## config.mk

```make
export PLATFORM = sky130hd
export DESIGN_NAME = rd_scoreboard
export DESIGN_NICKNAME = d
export VERILOG_FILES = /design/src/rtl/rd_scoreboard.sv
export SDC_FILE = /design/constraint.sdc
export NUM_CORES = 1
export LEC_CHECK = 0
export ABC_AREA = 1
export ABC_CLOCK_PERIOD_IN_PS = 2400
export BUFFER_PORTS_ARGS = -buffer_cell sky130_fd_sc_hd__clkbuf_2
export CAP_MARGIN = 20
export CORE_MARGIN = 8
export CORE_UTILIZATION = 44
export CTS_BUF_LIST = sky130_fd_sc_hd__clkbuf_8
export DETAILED_ROUTE_END_ITERATION = 10
export GPL_TIMING_DRIVEN = 0
export SLEW_MARGIN = 20
export SYNTH_ARGS = -nofsm -noshare
export SYNTH_HDL_FRONTEND = slang
export SYNTH_SLANG_ARGS = --single-unit
```

## constraint.sdc

```tcl
create_clock -name clk -period 2.4 [get_ports clk]
set_input_delay 0.36 -clock clk [delete_from_list [all_inputs] [get_ports clk]]
set_output_delay 0.36 -clock clk [all_outputs]
set_load 0.03 [all_outputs]
```

## src/rtl/rd_scoreboard.sv

```systemverilog
// Read-stage resource scoreboard: an in-order queue of outstanding writer masks
// with per-resource in-flight counters feeding a registered busy vector.

module rd_sb_res_cnt #(
  parameter int CNT_W = 3
) (
  input  logic clk,
  input  logic rst_n,
  input  logic flush,
  input  logic inc,
  input  logic dec,
  output logic busy
);
  logic [CNT_W-1:0] cnt_q, cnt_d;
  logic             busy_q, busy_d;

  always_comb begin
    cnt_d = cnt_q + CNT_W'(inc) - CNT_W'(dec);
    if (flush) cnt_d = '0;
    busy_d = (cnt_d != '0);
  end

  always_ff @(posedge clk or negedge rst_n) begin
    if (!rst_n) begin
      cnt_q  <= '0;
      busy_q <= 1'b0;
    end else begin
      cnt_q  <= cnt_d;
      busy_q <= busy_d;
    end
  end

  assign busy = busy_q;
endmodule

module rd_scoreboard #(
  parameter int RES_W = 11,
  parameter int DEPTH = 4,
  parameter int CNT_W = $clog2(DEPTH+1)
) (
  input  logic             clk,
  input  logic             rst_n,
  input  logic             flush,
  input  logic             alloc_valid,
  input  logic [RES_W-1:0] alloc_mask,
  output logic             alloc_ready,
  input  logic             retire_valid,
  input  logic [RES_W-1:0] query_mask,
  output logic             query_busy,
  output logic [RES_W-1:0] busy_vec,
  output logic [CNT_W-1:0] occupancy,
  output logic             full,
  output logic             empty,
  output logic             err_overflow,
  output logic             err_underflow
);
  localparam int PTR_W = $clog2(DEPTH);

  typedef struct packed {
    logic             push;
    logic             pop;
    logic [RES_W-1:0] inc;
    logic [RES_W-1:0] dec;
  } sb_op_t;

  logic [DEPTH-1:0][RES_W-1:0] mem_q, mem_d;
  logic [PTR_W-1:0]            wr_q, wr_d, rd_q, rd_d;
  logic [CNT_W-1:0]            occ_q, occ_d;
  logic                        ovf_q, ovf_d, und_q, und_d;
  sb_op_t                      op;

  assign full  = (occ_q == CNT_W'(DEPTH));
  assign empty = (occ_q == '0);

  // Pop frees a slot in the same cycle, so a full queue still accepts a push.
  assign alloc_ready = ~flush & (~full | (retire_valid & ~empty));

  always_comb begin
    op.push = alloc_valid & alloc_ready;
    op.pop  = retire_valid & ~empty & ~flush;
    op.inc  = {RES_W{op.push}} & alloc_mask;
    op.dec  = {RES_W{op.pop}} & mem_q[rd_q];
  end

  always_comb begin
    mem_d = mem_q;
    wr_d  = wr_q;
    rd_d  = rd_q;
    occ_d = occ_q;
    ovf_d = ovf_q | (alloc_valid & ~alloc_ready & ~flush);
    und_d = und_q | (retire_valid & empty & ~flush);
    if (flush) begin
      wr_d  = '0;
      rd_d  = '0;
      occ_d = '0;
    end else begin
      if (op.push) begin
        mem_d[wr_q] = alloc_mask;
        wr_d        = wr_q + PTR_W'(1);
      end
      if (op.pop) rd_d = rd_q + PTR_W'(1);
      occ_d = occ_q + CNT_W'(op.push) - CNT_W'(op.pop);
    end
  end

  always_ff @(posedge clk) mem_q <= mem_d;

  always_ff @(posedge clk or negedge rst_n) begin
    if (!rst_n) begin
      wr_q  <= '0;
      rd_q  <= '0;
      occ_q <= '0;
      ovf_q <= 1'b0;
      und_q <= 1'b0;
    end else begin
      wr_q  <= wr_d;
      rd_q  <= rd_d;
      occ_q <= occ_d;
      ovf_q <= ovf_d;
      und_q <= und_d;
    end
  end

  for (genvar i = 0; i < RES_W; i++) begin : g_res
    rd_sb_res_cnt #(.CNT_W(CNT_W)) u_cnt (
      .clk   (clk),
      .rst_n (rst_n),
      .flush (flush),
      .inc   (op.inc[i]),
      .dec   (op.dec[i]),
      .busy  (busy_vec[i])
    );
  end

  assign query_busy    = |(query_mask & busy_vec);
  assign occupancy     = occ_q;
  assign err_overflow  = ovf_q;
  assign err_underflow = und_q;
endmodule

```

[Word level (Yosys, flattened, before mapping)]
Cells that the tools add are included.
Word-level totals
  input port bits: 27
  output and inout port bits: 20
  word-level logic and storage cells: 117
  flip-flop bits (word level): 97
Cells by class
  mux-type cells: 21
  reductions and logical operators: 17
  add/subtract/negate cells: 26
  eq/ne operators: 1
  magnitude comparators: 3
  bitwise operators: 18
Operator list (number)
  $bwmux 44: 1
  $add 3x1->3: 12
  $mux 3: 12
  $sub 3x1->3: 12
  $and 11x11->11: 3
  $reduce_bool 3->1: 11
  $bmux 11 s2: 1
  $demux 11 s2: 1
  $mux 11: 2
  $reduce_or 11->1: 1
  $and 1x1->1: 8
  $mux 2: 4
  $lt 2x3->1 const B: 2
  $add 2x1->2 const B: 2
  $not 1->1: 4
  $reduce_bool 2->1: 2
  $eq 3x3->1 const B: 1
  $logic_not 3->1: 1
  $or 1x1->1: 3
  $ge 2x1->1 const B: 1
  $reduce_and 2->1: 1
  $logic_and 1x1->1: 1

[Logic depth before layout (Yosys ltp)]
Gate-level depths: netlist (run 1).
  depth after elaboration: 11
  gate-level depth with buffers: 17
  mapped depth without buffers: 15

[Cells and area by module]
From an unflattened synthesis (run 1), not the netlist that was laid out.
Second synthesis, totals
  cell total of the unflattened synthesis: 541
  area total of the unflattened synthesis: 5074.9 um^2
Modules (own cells, without submodules)
  rd_scoreboard: cells an instance 255, sequential area each 1546.5 um^2, area each 2611.3 um^2, instances 1
  rd_sb_res_cnt: cells an instance 26, sequential area each 100.1 um^2, area each 224.0 um^2, instances 11

[Least setup slack after synthesis (run 1)]
Ideal clock, no wire load.
  path type: reg2reg
  from: register occ_q[1], in the netlist occupancy[1]
  to: register g_res[6].u_cnt.busy_q
  clock period less this slack: 2.379 ns
  cell stages (with the launch flop): 15
  arrival: 2.260 ns
  library setup time: 0.119 ns
  path slack: 0.021 ns
  data required time: 2.281 ns
  path buffers: 1
  path through: dfrtp_1 -> nor2_4 -> nand3_2 -> nand2_4 -> inv_2 -> buf_6 -> nand2_1 -> ha_1 -> inv_1 -> ha_1 -> inv_1 -> fa_1 -> nor2_1 -> nor2_1 -> nand2_1
On the way
  cells in the longest elaborated chain, start to end: 11
  elaborated cells between the ends (all ways): 15
Ends and longest elaborated chain
  start: declaration: RTL line 68  | logic [CNT_W-1:0] occ_q, occ_d;
  start signal: assignment: RTL line 112  | occ_q <= '0;
  start signal: assignment: RTL line 118  | occ_q <= occ_d;
  $logic_not 3->1: RTL line 73  | assign empty = (occ_q == '0);
  $not 1->1: RTL line 76, 80
  $and 1x1->1: RTL line 76, 80
  $or 1x1->1: RTL line 76  | assign alloc_ready = ~flush & (~full | (retire_valid & ~empty));
  $and 1x1->1: RTL line 76
  $and 1x1->1: RTL line 79  | op.push = alloc_valid & alloc_ready;
  $and 11x11->11: RTL line 81  | op.inc = {RES_W{op.push}} & alloc_mask;
  $add 3x1->3: RTL line 18  | cnt_d = cnt_q + CNT_W'(inc) - CNT_W'(dec);
  $sub 3x1->3 (*): RTL line 18
  $mux 3 (*): RTL line 19  | if (flush) cnt_d = '0;
  net g_res[6].u_cnt.cnt_d[1]: RTL line 14  | logic [CNT_W-1:0] cnt_q, cnt_d;
  $reduce_bool 3->1 (*): RTL line 20  | busy_d = (cnt_d != '0);
  net g_res[6].u_cnt.busy_d: RTL line 15  | logic busy_q, busy_d;
  end signal: assignment: RTL line 29  | busy_q <= busy_d;
  end: declaration: RTL line 15
The timed path passes the listed nets; every way through them passes the cells marked *.
A chain may end at the register's enable or synchronous reset.

[Final worst setup path (run 1)]
  from: register occ_q[0], in the netlist occupancy[0]
  to: register g_res[5].u_cnt.busy_q
On the way
  cells in the longest elaborated chain, start to end: 11
  elaborated cells between the ends (all ways): 15
Ends and longest elaborated chain (RTL line)
  $logic_not 3->1: 73
  $not 1->1: 76, 80
  $and 1x1->1: 76, 80
  $or 1x1->1: 76
  $and 1x1->1: 76
  $and 1x1->1: 79
  $and 11x11->11: 81
  $add 3x1->3: 18
  $sub 3x1->3 (*): 18
  $mux 3 (*): 19
  net g_res[5].u_cnt.cnt_d[1]: 14
  $reduce_bool 3->1 (*): 20
  net g_res[5].u_cnt.busy_d: 15
  end signal: assignment: 29
  end: declaration: 15
Marked as above.

==> out/summary.md, run 1 <==
The number of hold-slack violations in the final timing report was 0. The antenna diode count was 0; the maximum resistive drop on vdd was 0.633 mV. The total of warnings raised by yosys was 0; the pre-CTS setup slack was -166 ps. The tree is rooted in a clkbuf_8. The completed layout was analyzed and its total power is 0.00567 W. The run gives 53.9% as the sequential cell area fraction in the yosys report. The area growth from synthesis to layout is 19.6%. At the end of routability-driven placement, the weighted congestion stood at 0.740. After the last flow step, the layout net total stands at 666. The filler cells instantiated in the layout total 967. In this run the top signal layer used is met4.

TritonCTS built the clock tree. The startpoint type of the worst setup path is a flop. The routed length on met1 is 5.05 mm. The cell with the largest stage delay on the worst path is fa_2. After floorplanning, the core was sized to cover 10900 sq um. A synthesized cell averages 9.36 sq um. The number of library cell types mapped by synthesis is 22. In this run the tightest slew margin relative to its limit is 27.8%. The run gives 54 as the largest net degree at the start of global routing. Along the worst path, the maximum fanout reaches 5. In the routed design, unresolved DRC markers number 0. The power per cell area is 964 nW/um^2, and the die height is 122 um. The logs give 0 for the residual overflow from global routing and 47 for the top-level port count. The final wirelength came out at 10.7 mm. The startpoint identified for the worst register-to-register timing path is occupancy[0]$_DFF_PN0_. Post-layout instance area: 5880 sq um. The final critical-path setup slack came out at -10.7 ps. The logs give 9 for the total CTS buffers and 2.95 nW for the static leakage.

The number of cells after detailed placement is 710. The per-cell routed wire length came out at 14.3 um. The count of state elements after synthesis is 97, and the fraction of layout instances using a drive strength above 1 is 24.2%. For this design, the sink count on the clock tree is 97. The placed instances occupy a cell area of 5320 sq um. The clock skew was 12.6 ps; the area of the mapped netlist was 4920 sq um. After layout, the worst path uses 100% of the clock period. For this configuration, the core starts out at a cell density of 45.2%. Biggest cell delay along the critical path: 520 ps. The run gives 1 as the final count of negative-setup-slack endpoints.

Synthesis produced a netlist whose cell count is 525. Using the TritonRoute via totals, the vias-per-cell ratio works out to 4.67. The number of antenna violations at the first check in global routing was 0. The tools report the non-filler instance count after layout as 744.

The tools report the max-slew violation total from the final report as 0. The post-route minimum period is 2410 ps, and the area used by sequential logic in the layout is 2650 sq um. The floorplan step defined a die boundary enclosing 14800 sq um.

The number of detailed-routing iterations run before antenna repair was 4; the clock latency at the later pin of the worst-skew pair was 360 ps. The endpoint identified for the worst register-to-register timing path is g_res[5].u_cnt.busy$_DFF_PN0_. Measured in cells, the most critical reg-to-reg path has a length of 13. Traced cell by cell, the critical path runs through nor2_4, nand2_4, nand3_4, clkbuf_16, a21oi_2, ha_1, inv_1, ha_1, inv_1, fa_2, nor2_1, nor2_1, nand2_1. Data arrival time of the critical path: 2660 ps.

The x dimension of the die is 122 um. Global routing used 14.7% of the available tracks. The max-cap violation count was 0.

The logs give 16.8 mm for the wire length of the first global-routing pass and 592 for the net count after synthesis. The logs give 5.23 mm for the amount of wire on met2 after detailed routing and 3 for the deepest level of the CTS H-tree. The final reports fail on setup timing.

For the worst setup path, the data required time is 2650 ps. The total number of vias is 3472, and the remaining antenna violation count after routing is 0. The flow ran to the end, but the final reports show violations. The multi-input combinational cells in the finished layout cover a total of 1830 sq um. The number of cell rows was 38. In this run the register-to-register setup slack is -10 ps.

Number of global-route vias before repair: 3511. The wire-length estimate of the detail-placed layout is 7.27 mm. In this run, the number of DRC markers left after iteration 0 of detailed routing was 174. The classification of the worst setup path is flop to flop. Setup repair after global routing could not meet its margin everywhere. In this run the deepest clock path goes through 2 buffers. The run gives 218 um as the met3 routed wirelength. The pin slew with the least headroom to its limit is 1080 ps.

The endpoint kind of the worst setup timing path is a flop. The number of port buffers was 45; the highest attainable clock frequency was 0.415 GHz. Path type of the worst min-delay path: primary input to asynchronous set/reset pin. The clock-pin transition on the worst setup and hold timing paths came out at 100 ps.
cells in the final DEF, fill, tap and decap left out, types with 2 or more instances in the layout:
master,n
buf_6,4
clkinv_1,2
clkbuf_2,44
o21ai_0,5
nand3_4,2
nand2_1,129
ha_2,2
buf_4,27
o21bai_1,2
inv_1,91
clkbuf_16,4
nand4_1,2
clkbuf_8,10
ha_1,25
o21ai_1,6
buf_2,2
clkinvlp_4,2
fa_1,7
dfrtp_2,2
dfrtp_1,51
nand3_1,29
inv_2,4
nand2_2,7
nor2_1,61
buf_8,4
edfxtp_1,44
a21oi_2,8
clkbuf_4,2
a21oi_1,3
fa_2,5
nand2_4,2
nor2_2,6
inv_4,2
worst max-delay path: cells and delay by family, from the launching register on:
kind | cells | cell delay (ps)
buffers and inverters | 3 | 280
DFF | 1 | 430
AOI/OAI and AO/OA | 1 | 40
and+or+nand+nor | 6 | 610
adders and majority gates | 3 | 930
through the flow:
| step | hold slack [ps] | setup TNS [ps] | utilization, % |
|---|---|---|---|
| 2_1_floorplan | 64.4 | 0 | - |
| 5_1_grt | 133 | -1260 | 54.0 |
| 3_5_place_dp | 466 | -1510 | 48.9 |
| 6_report | 65.7 | -10.7 | 54.0 |
| 4_1_cts | 102 | -12.3 | 51.2 |
| 3_3_place_gp | 465 | -661 | 48.8 |
repair_timing:
item | in CTS | in global routing
gates resized for setup | 19 | 42
setup buffers | 4 | 10
hold buffers | 0 | 0
cloned | 0 | 4
setup endpoints to repair | 24 | 26
pin swaps | 3 | 40
how the worst max path moves through the flow:
stage	start	endpoint	cells after the start
2_1_floorplan	occupancy[1]$_DFF_PN0_	g_res[6].u_cnt.busy$_DFF_PN0_	14
3_3_place_gp	rd_q[0]$_DFFE_PN0P_	g_res[3].u_cnt.busy$_DFF_PN0_	13
3_5_place_dp	rd_q[0]$_DFFE_PN0P_	g_res[5].u_cnt.busy$_DFF_PN0_	13
4_1_cts	rd_q[0]$_DFFE_PN0P_	g_res[4].u_cnt.busy$_DFF_PN0_	13
5_1_grt	rd_q[0]$_DFFE_PN0P_	g_res[0].u_cnt.busy$_DFF_PN0_	14
6_report	occupancy[0]$_DFF_PN0_	g_res[5].u_cnt.busy$_DFF_PN0_	13
sequential cells by signal, indices dropped and copies added (netlist names):
register and flops:
wr_q 2, err_underflow 1, g_res.u_cnt.cnt_q 33, err_overflow 1
occupancy 3, mem_q 44, g_res.u_cnt.busy 11, rd_q 2
area by class of cell:
cell class / instances / share of cell area, %
Clock buffer: 10 / 2.34
Clock inverter: 6 / 0.596
Sequential cell: 97 / 45.1
Timing Repair Buffer: 63 / 7.36
Tap cell: 140 / 2.98
Buffer: 25 / 4.09
Multi-Input combinational cell: 306 / 31.1
Inverter: 97 / 6.41
where the power goes:
part	leakage [nW]	total (W)	internal (W)	switching (W)
clock network	0.0848	0.000958	0.000397	0.000561
logic	1.77	0.00247	0.00101	0.00146
registers	1.10	0.00224	0.00205	0.000186
total	2.95	0.00567	0.00346	0.00221
cell families after synthesis:
family	after synthesis	synth area share (%)
AND/OR/NAND/NOR	239	19.8
buffers and inverters	122	11.4
XOR/XNOR	1	0.178
flip-flops	97	53.9
AO/OA/AOI/OAI	26	2.75
adder cells (fa/ha/maj)	40	12.0
cells in the mapped netlist:
cell type  instances  share of area (%)
buf_4             15                2.3
buf_2              5               0.51
buf_6              5                1.1
o21bai_1           2               0.31
inv_1             93                7.1
nand2_1          134                 10
nand3_2            2               0.41
dfrtp_1           53                 27
ha_1              28                7.1
fa_1              12                4.9
inv_2              3               0.23
nand2_2            3               0.38
edfxtp_1          44                 27
inv_4              1               0.13
nand2_4            1               0.23
nand3_1           29                3.0
nand4_1            2               0.25
o21ai_0           12                1.2
nor2_4             1               0.23
nor2_1            67                5.1
xor2_1             1               0.18
a21oi_1           12                1.2
layer usage:
layer | global-route usage [%] | vias up
li1 | - | 1750
met1 | 18.5 | 1664
met2 | 24.8 | 45
met3 | 2.55 | 13
met4 | 5.40 | 0
met5 | 0 | -
Note: power is estimated with default switching activity, not from simulation.
==> run 2: changes to the inputs <==
Settings changed: ABC_CLOCK_PERIOD_IN_PS 2400 to 2240.
Clock period 2.4 ns to 2.24 ns, I/O delays scaled along.
==> out/summary.md, run 2 (synthesized netlist as in run 1, its figures left out) <==
In this run the power spent charging and discharging nets is 0.00244 W. The antenna diode count is 0. 47 I/O pins were placed.

The routed design could run at a clock period as short as 2410 ps. Summing all placed instances gives a cell area of 5340 sq um. The tools report the number of hold-slack violations in the final timing report as 0. The logs give 0.522 mV for the maximum resistive drop on vdd and 3496 for the number of global-route vias before repair.

The startpoint type of the worst setup path is a flop. The worst register-to-register path has a setup slack of -170 ps. The pin slew with the least headroom to its limit came out at 1040 ps. The biggest cell delay along the critical path is 530 ps, and the fraction of power consumed by combinational cells is 43.9%. The final count of negative-setup-slack endpoints is 22, and the clock skew is 11.9 ps. The category of cells accounting for the largest share of critical-path delay is adder cells. Most used cell along the critical path: ha_1. Area of combinational cells with multiple inputs: 2000 sq um.

Net switching is 39.3% of the power. The worst register-to-register path has a depth of 13. The register with the most flip-flops in the layout has 44 of them. The power per cell area came out at 1030 nW/um^2. Hold timing on the final database bottoms out at a slack of 49.8 ps. The logs give 14.8% for the global router's overall resource usage and 38 for the number of cell rows. The data arrival time of the critical path is 2670 ps. Destination of the worst register-to-register timing path: g_res[1].u_cnt.busy$_DFF_PN0_.

The violation count after the first detailed-route iteration was 163; the detailed placement HPWL was 7.12 mm. From left edge to right edge, the die measures 122 um. The tools report the pre-CTS setup slack as -280 ps. The critical path crosses 13 cells after its start point.

Entering global routing, the biggest net connects 54 pins. The run finished, with violations left. Headroom to the max-slew limit came out at 30.7%. The number of port buffers works out to 45.

The area growth from synthesis to layout is 22.8%. The floorplan step defined a die boundary enclosing 14800 sq um. The congestion estimate from routability-driven global placement came to 0.744.

The internal power is 0.00378 W. The tools report the required time of the worst setup path as 2500 ps. Using the TritonRoute via totals, the vias-per-cell ratio works out to 4.77. For the wire length of the first global-routing pass, the log shows 17.0 mm. TritonCTS built the clock tree. In the layout the commonest cells are 124 x nand2_1, 80 x inv_1, 57 x nor2_1. The fraction of layout instances using a drive strength above 1 is 30.3%, and the per-cell routed wire length is 14.4 um. The logs give 0 for the max-slew violation total from the final report and 2.96 nW for the static leakage. The classification of the worst setup path is flop to flop. The number of detailed-routing iterations run before antenna repair came out at 4. In this run the number of H-tree levels came out at 3. After global routing the overflow that remains totals 0. Leaving out fill and tap cells, the most frequent cell in the layout is nand2_1. In this run the clock root is driven by a clkbuf_8.

The logs give 10900 sq um for the floorplan core area and 6040 sq um for the post-layout instance area. In the routed design, unresolved DRC markers number 0. The worst setup path is captured at a flop. Setup repair after global routing could not meet its margin everywhere. The clock network fraction of total power was 17.5%; the deepest clock path buffer count was 2. In this run the worst path has a maximum fanout of 5. The number of antenna violations at the first check in global routing is 0, and the count of buffering cells on the critical path with inverters included is 3. The slowest stage of the critical path belongs to the cell fa_2. The final reports fail on setup timing. In the final layout, flip-flops and latches occupy 2650 sq um. The tightest min-delay check is of the primary input to asynchronous set/reset pin type. The clock sink count came out at 97.

The final wirelength was 10.7 mm. The total number of vias is 3547, and the sequential share of power is 38.5%. The total CTS buffers came out at 9.

For the remaining antenna violation count after routing, the log shows 0. Clock-pin transition on the worst setup and hold timing paths: 90 ps. Clock latency on the worst-skew pair, taken at its later pin, is 370 ps. The initial cell density of the core was 45.2%; the final cycle utilization of the critical path was 107%. The net count of the finished layout is 665. Based on the critical path, the design can be clocked at up to 0.415 GHz. The final critical-path setup slack came out at -168 ps. In this run the critical register-to-register path is launched from occupancy[0]$_DFF_PN0_.

The signal on the critical path passes through nor2_4, nand2_4, nand3_4, buf_8, a21oi_1, ha_1, inv_1, ha_1, inv_2, fa_2, nor2_2, nor2_1, nand2_1. The die height came out at 122 um. For the number of filler instances in the final layout, the log shows 943. Overall power consumption after layout is estimated at 0.00622 W. Max-cap violations in this run came to 0. Top register by number of flip-flops: mem_q.
[run 2: power groups by stage]
stage / registers, W / clock network, W / logic, W
after floorplan: 0.00247 / 0 / 0.00159
after global placement: 0.00243 / 0 / 0.00217
after detailed placement: 0.00245 / 0 / 0.00222
after CTS: 0.00239 / 0.00111 / 0.00252
after global routing: 0.00244 / 0.00118 / 0.00306
final: 0.00240 / 0.00109 / 0.00273
[run 2: stage by stage]
step	TNS [ps]	utilization (%)	instances
final	-2020	55.5	743
after global routing	-4710	55.5	743
after CTS	-1280	52.8	738
after detailed placement	-4680	49.0	710
after global placement	-4170	49.0	710
after floorplan	-253	-	525
[run 2: layout make-up]
cell class / count / share of cell area (%)
clock buffers: 9 / 2.05
well taps: 140 / 2.90
clock inverters: 7 / 0.891
plain buffers: 25 / 3.92
flip-flops and latches: 97 / 43.9
repair buffers: 62 / 6.90
inverters: 97 / 6.32
multi-input cells: 306 / 33.1
[run 2: worst max-delay path by stage]
stage	startpoint	to	slack (ps)
global placement	rd_q[0]$_DFFE_PN0P_	g_res[3].u_cnt.busy$_DFF_PN0_	-260
finish	occupancy[0]$_DFF_PN0_	g_res[1].u_cnt.busy$_DFF_PN0_	-170
floorplan	occupancy[0]$_DFF_PN0_	g_res[1].u_cnt.busy$_DFF_PN0_	-30
CTS	occupancy[1]$_DFF_PN0_	g_res[1].u_cnt.busy$_DFF_PN0_	-120
detailed placement	rd_q[0]$_DFFE_PN0P_	g_res[2].u_cnt.busy$_DFF_PN0_	-280
global route	occupancy[0]$_DFF_PN0_	g_res[3].u_cnt.busy$_DFF_PN0_	-260
[run 2: metal layers]
layer / track usage, % / share of wire [%] / vias to the layer above
met2: 24.0 / 48 / 67
met4: 5.63 / 1.8 / 0
li1: - / - / 1745
met5: 0 / 0 / -
met1: 19.4 / 46 / 1721
met3: 2.87 / 3.7 / 14
[run 2: repair_timing]
action,in CTS,in global routing
hold buffers,0,0
pin swaps,21,27
buffers inserted,10,4
resized for setup,35,69
setup endpoints to repair,35,35
gates cloned,2,1
==> run 3: changes to the inputs <==
Settings changed: ABC_AREA 1 to unset.
==> out/summary.md, run 3 <==
The checks that failed: setup timing. The total DRC errors in the routed layout is 0, and the number of cell rows is 37. The global router's overall resource usage was 13.3%; the clock latency at the later pin of the worst-skew pair was 360 ps. Counting along the longest clock path gives a buffer depth of 2. The die covers 13800 sq um. The tools report the number of antenna violations at the first check in global routing as 0. Clock tree synthesis selected as its root buffer the cell clkbuf_8. Number of detailed-routing iterations run before antenna repair: 4.

Start point of the critical path: rd_q[0]$_DFFE_PN0P_. Based on the critical path, the design can be clocked at up to 0.340 GHz. TritonCTS built the clock tree.

The top register by number of flip-flops is mem_q. The logs give 50.4% for the headroom to the max-slew limit and 2530 for the total number of vias. For the final critical-path setup slack, the log shows -705 ps. The largest net degree at the start of global routing came out at 54. The repair_antennas step left the layout with diodes totalling 0. Number of global-route vias before repair: 2822. The synthesized netlist occupies a cell area of 4540 sq um. The top-level port count was 47. In the final design database the tool counted 463 nets.

Leaving out fill and tap cells, the most frequent cell in the layout is dfrtp_1. The detailed-route vias per instance works out to 4.71. STA classifies the critical path startpoint as a flop. Cells with a size suffix above 1 make up 48.4% of the layout. In the final layout, flip-flops and latches occupy 2650 sq um. Post-layout instance area: 5860 sq um. The area after detailed placement is 5170 sq um. The run gives 0.453 mV as the maximum resistive drop on vdd. The register with the most flip-flops in the layout has 44 of them. For the floorplan core area, the log shows 10200 sq um. Dividing the final minimum period by the clock period gives 131%. Ranked by instance count, the synthesized netlist is headed by 53 x dfrtp_1, 44 x edfxtp_1, 30 x inv_1. The top cell types in the final layout, fill and taps aside, are 49 x dfrtp_1, 45 x clkbuf_2, 44 x edfxtp_1.

Measured along the y axis, the die boundary spans 118 um. The clock-pin transition on the worst setup and hold timing paths is 90 ps. After clock tree synthesis, the flow added hold-fix buffers numbering 0. Setup repair after global routing could not meet its margin everywhere. Violation count after the first detailed-route iteration: 80. The largest total area in the synthesized netlist belongs to dfrtp_1. The clock arrives with 11.5 ps of skew.

The static leakage is 2.50 nW, and the detailed placement HPWL is 5.92 mm. The routed design has 8.71 mm of wire. The worst hold path belongs to the class primary input to asynchronous set/reset pin.

The number of hold-slack violations in the final timing report is 0. Synthesis produced 322 cells. The required time of the worst setup path is 2460 ps. Max-cap violations in this run came to 0. The multi-input combinational cells in the finished layout cover a total of 2050 sq um.

The max-slew violation total from the final report is 0. The tree built by TritonCTS fans out to 97 sinks. For this configuration, the core starts out at a cell density of 44.6%. For this run, the share of the core covered by cells in the final layout is 57.5%. The area growth from synthesis to layout is 29.0%. By area the synthesized netlist is led by dfrtp_1 29%, edfxtp_1 29%, ha_1 7.7%. Counting flops with a built-in enable in the synthesized netlist gives 44. The routed design could run at a clock period as short as 2940 ps. The fraction of post-synthesis cell area in the top cell type by area came out at 29.2%.

The count of state elements after synthesis works out to 97. The H-tree was split into 3 levels. The classification of the worst setup path was flop to flop. The worst setup path is captured at a flop.

In this run the tool buffered the top-level ports with 46 buffer cells. Setup violations remaining at the end of the flow were counted as 34. Yosys printed 0 warnings. Yosys instantiated no cell more often than dfrtp_1. The highest net fanout along the worst path came out at 4. After global routing the overflow that remains totals 0. In this run the remaining antenna-violating nets after routing total 0. Data on the critical path arrives at its endpoint at 3170 ps. The pin slew with the least headroom to its limit was 744 ps. Counting distinct cell types in the post-synthesis netlist gives 30. Each instance of the synthesized netlist takes up on average 14.1 sq um.

Summing the sequential cell areas from Yosys gives 58.3% of the chip area. In this run the critical register-to-register path is launched from rd_q[0]$_DFFE_PN0P_. TritonCTS created 9 clock buffers. The net count after synthesis came out at 389. The run finished, with violations left.

Among all flip-flop cells after synthesis, the most frequent one is dfrtp_1. The tools report the wire length of the first global-routing pass as 14.7 mm. Summing internal, switching and leakage power gives 0.00633 W. The share of synthesized registers carrying an async set or reset is 54.6%.

Power spread over the standard cell area amounts to 1080 nW/um^2. At the end of routability-driven placement, the weighted congestion stood at 0.717. After detailed routing, the average wire length per cell comes to 16.2 um.

The floorplan step set the die width to 118 um. The run gives 812 as the number of filler instances in the final layout.
[run 3: changes by cell type after synthesis, sizes merged, moves of 11 or more]
cell   change
nand2    -123
and3      +12
nand3     -30
xor2      +13
nor2      -40
xnor2     +13
o21ai     -12
a21oi     -12
mux4      +11
nor2b     +14
inv       -67
or3       +12
[run 3: worst paths after layout]
| check | endpoint | slack (ps) | cells after the start |
|---|---|---|---|
| worst max-delay path | g_res[0].u_cnt.busy$_DFF_PN0_ | -700 | 11 |
| worst min-delay path | wr_q[0]$_DFFE_PN0P_ | 50 | 1 |
| worst max register to register | g_res[0].u_cnt.busy$_DFF_PN0_ | -700 | 11 |
| worst min register to register | err_underflow$_DFF_PN0_ | 470 | 1 |
| max in group asynchronous | occupancy[2]$_DFF_PN0_ | 1660 | 1 |
| min in group clk | mem_q[1]$_DFFE_PP_ | 230 | 1 |
[run 3: per-stage QoR]
step           TNS, ps  setup WS, ps  hold slack (ps)  std cells
3_3_place_gp    -17090          -837              441        504
4_1_cts         -13410          -695             82.7        536
2_1_floorplan   -10220          -595             40.4        322
3_5_place_dp    -18650          -853              456        504
6_report        -13340          -705             51.5        537
5_1_grt         -16660          -811              106        537
[run 3: cell families (layout without fill, tap and decap cells)]
| group | after synthesis | in the layout | synth area share (%) |
|---|---|---|---|
| fa+ha+maj | 40 | 40 | 13.0 |
| simple gates | 89 | 89 | 10.6 |
| flops | 97 | 97 | 58.3 |
| buf+inv | 50 | 129 | 5.76 |
| mux | 11 | 11 | 5.70 |
| compound gates | 8 | 8 | 1.46 |
| xor+xnor | 27 | 27 | 5.21 |
[run 3: worst max-delay path: stages (launching register included)]
cell     delay [ps]
dfrtp_2         430
mux4_1          590
and3_1          210
ha_1            290
inv_1            60
ha_1            130
inv_1            50
fa_2            330
xor2_1          150
xnor2_1         160
nor2_1           70
or3_1           350
[run 3: timing repair]
action | CTS | global route
endpoints found under the setup margin | 36 | 35
resized for setup | 42 | 18
gates cloned | 0 | 1
setup buffers | 16 | 2
pin swaps | 28 | 15
[run 3: metal layers]
metal	vias up	global-route usage [%]	part of all wire [%]
met2	44	20.4	46
li1	1217	-	-
met4	0	5.28	2.1
met3	13	3.31	3.7
met1	1256	17.7	48
met5	-	0	0
[run 3: layout make-up]
class                      count  area share (%)
sequential                    97            45.3
multi-input combinational    175            34.9
timing repair buffer          63            6.62
buffer                        20            3.16
tap                          136            2.90
clock inverter                 7            2.84
inverter                      30            2.14
clock buffer                   9            2.11
[run 3: where the power goes]
part	internal, W	switching (W)
Sequential	0.00220	0.000230
Clock	0.000969	0.000617
Combinational	0.00121	0.00111
Total	0.00437	0.00196
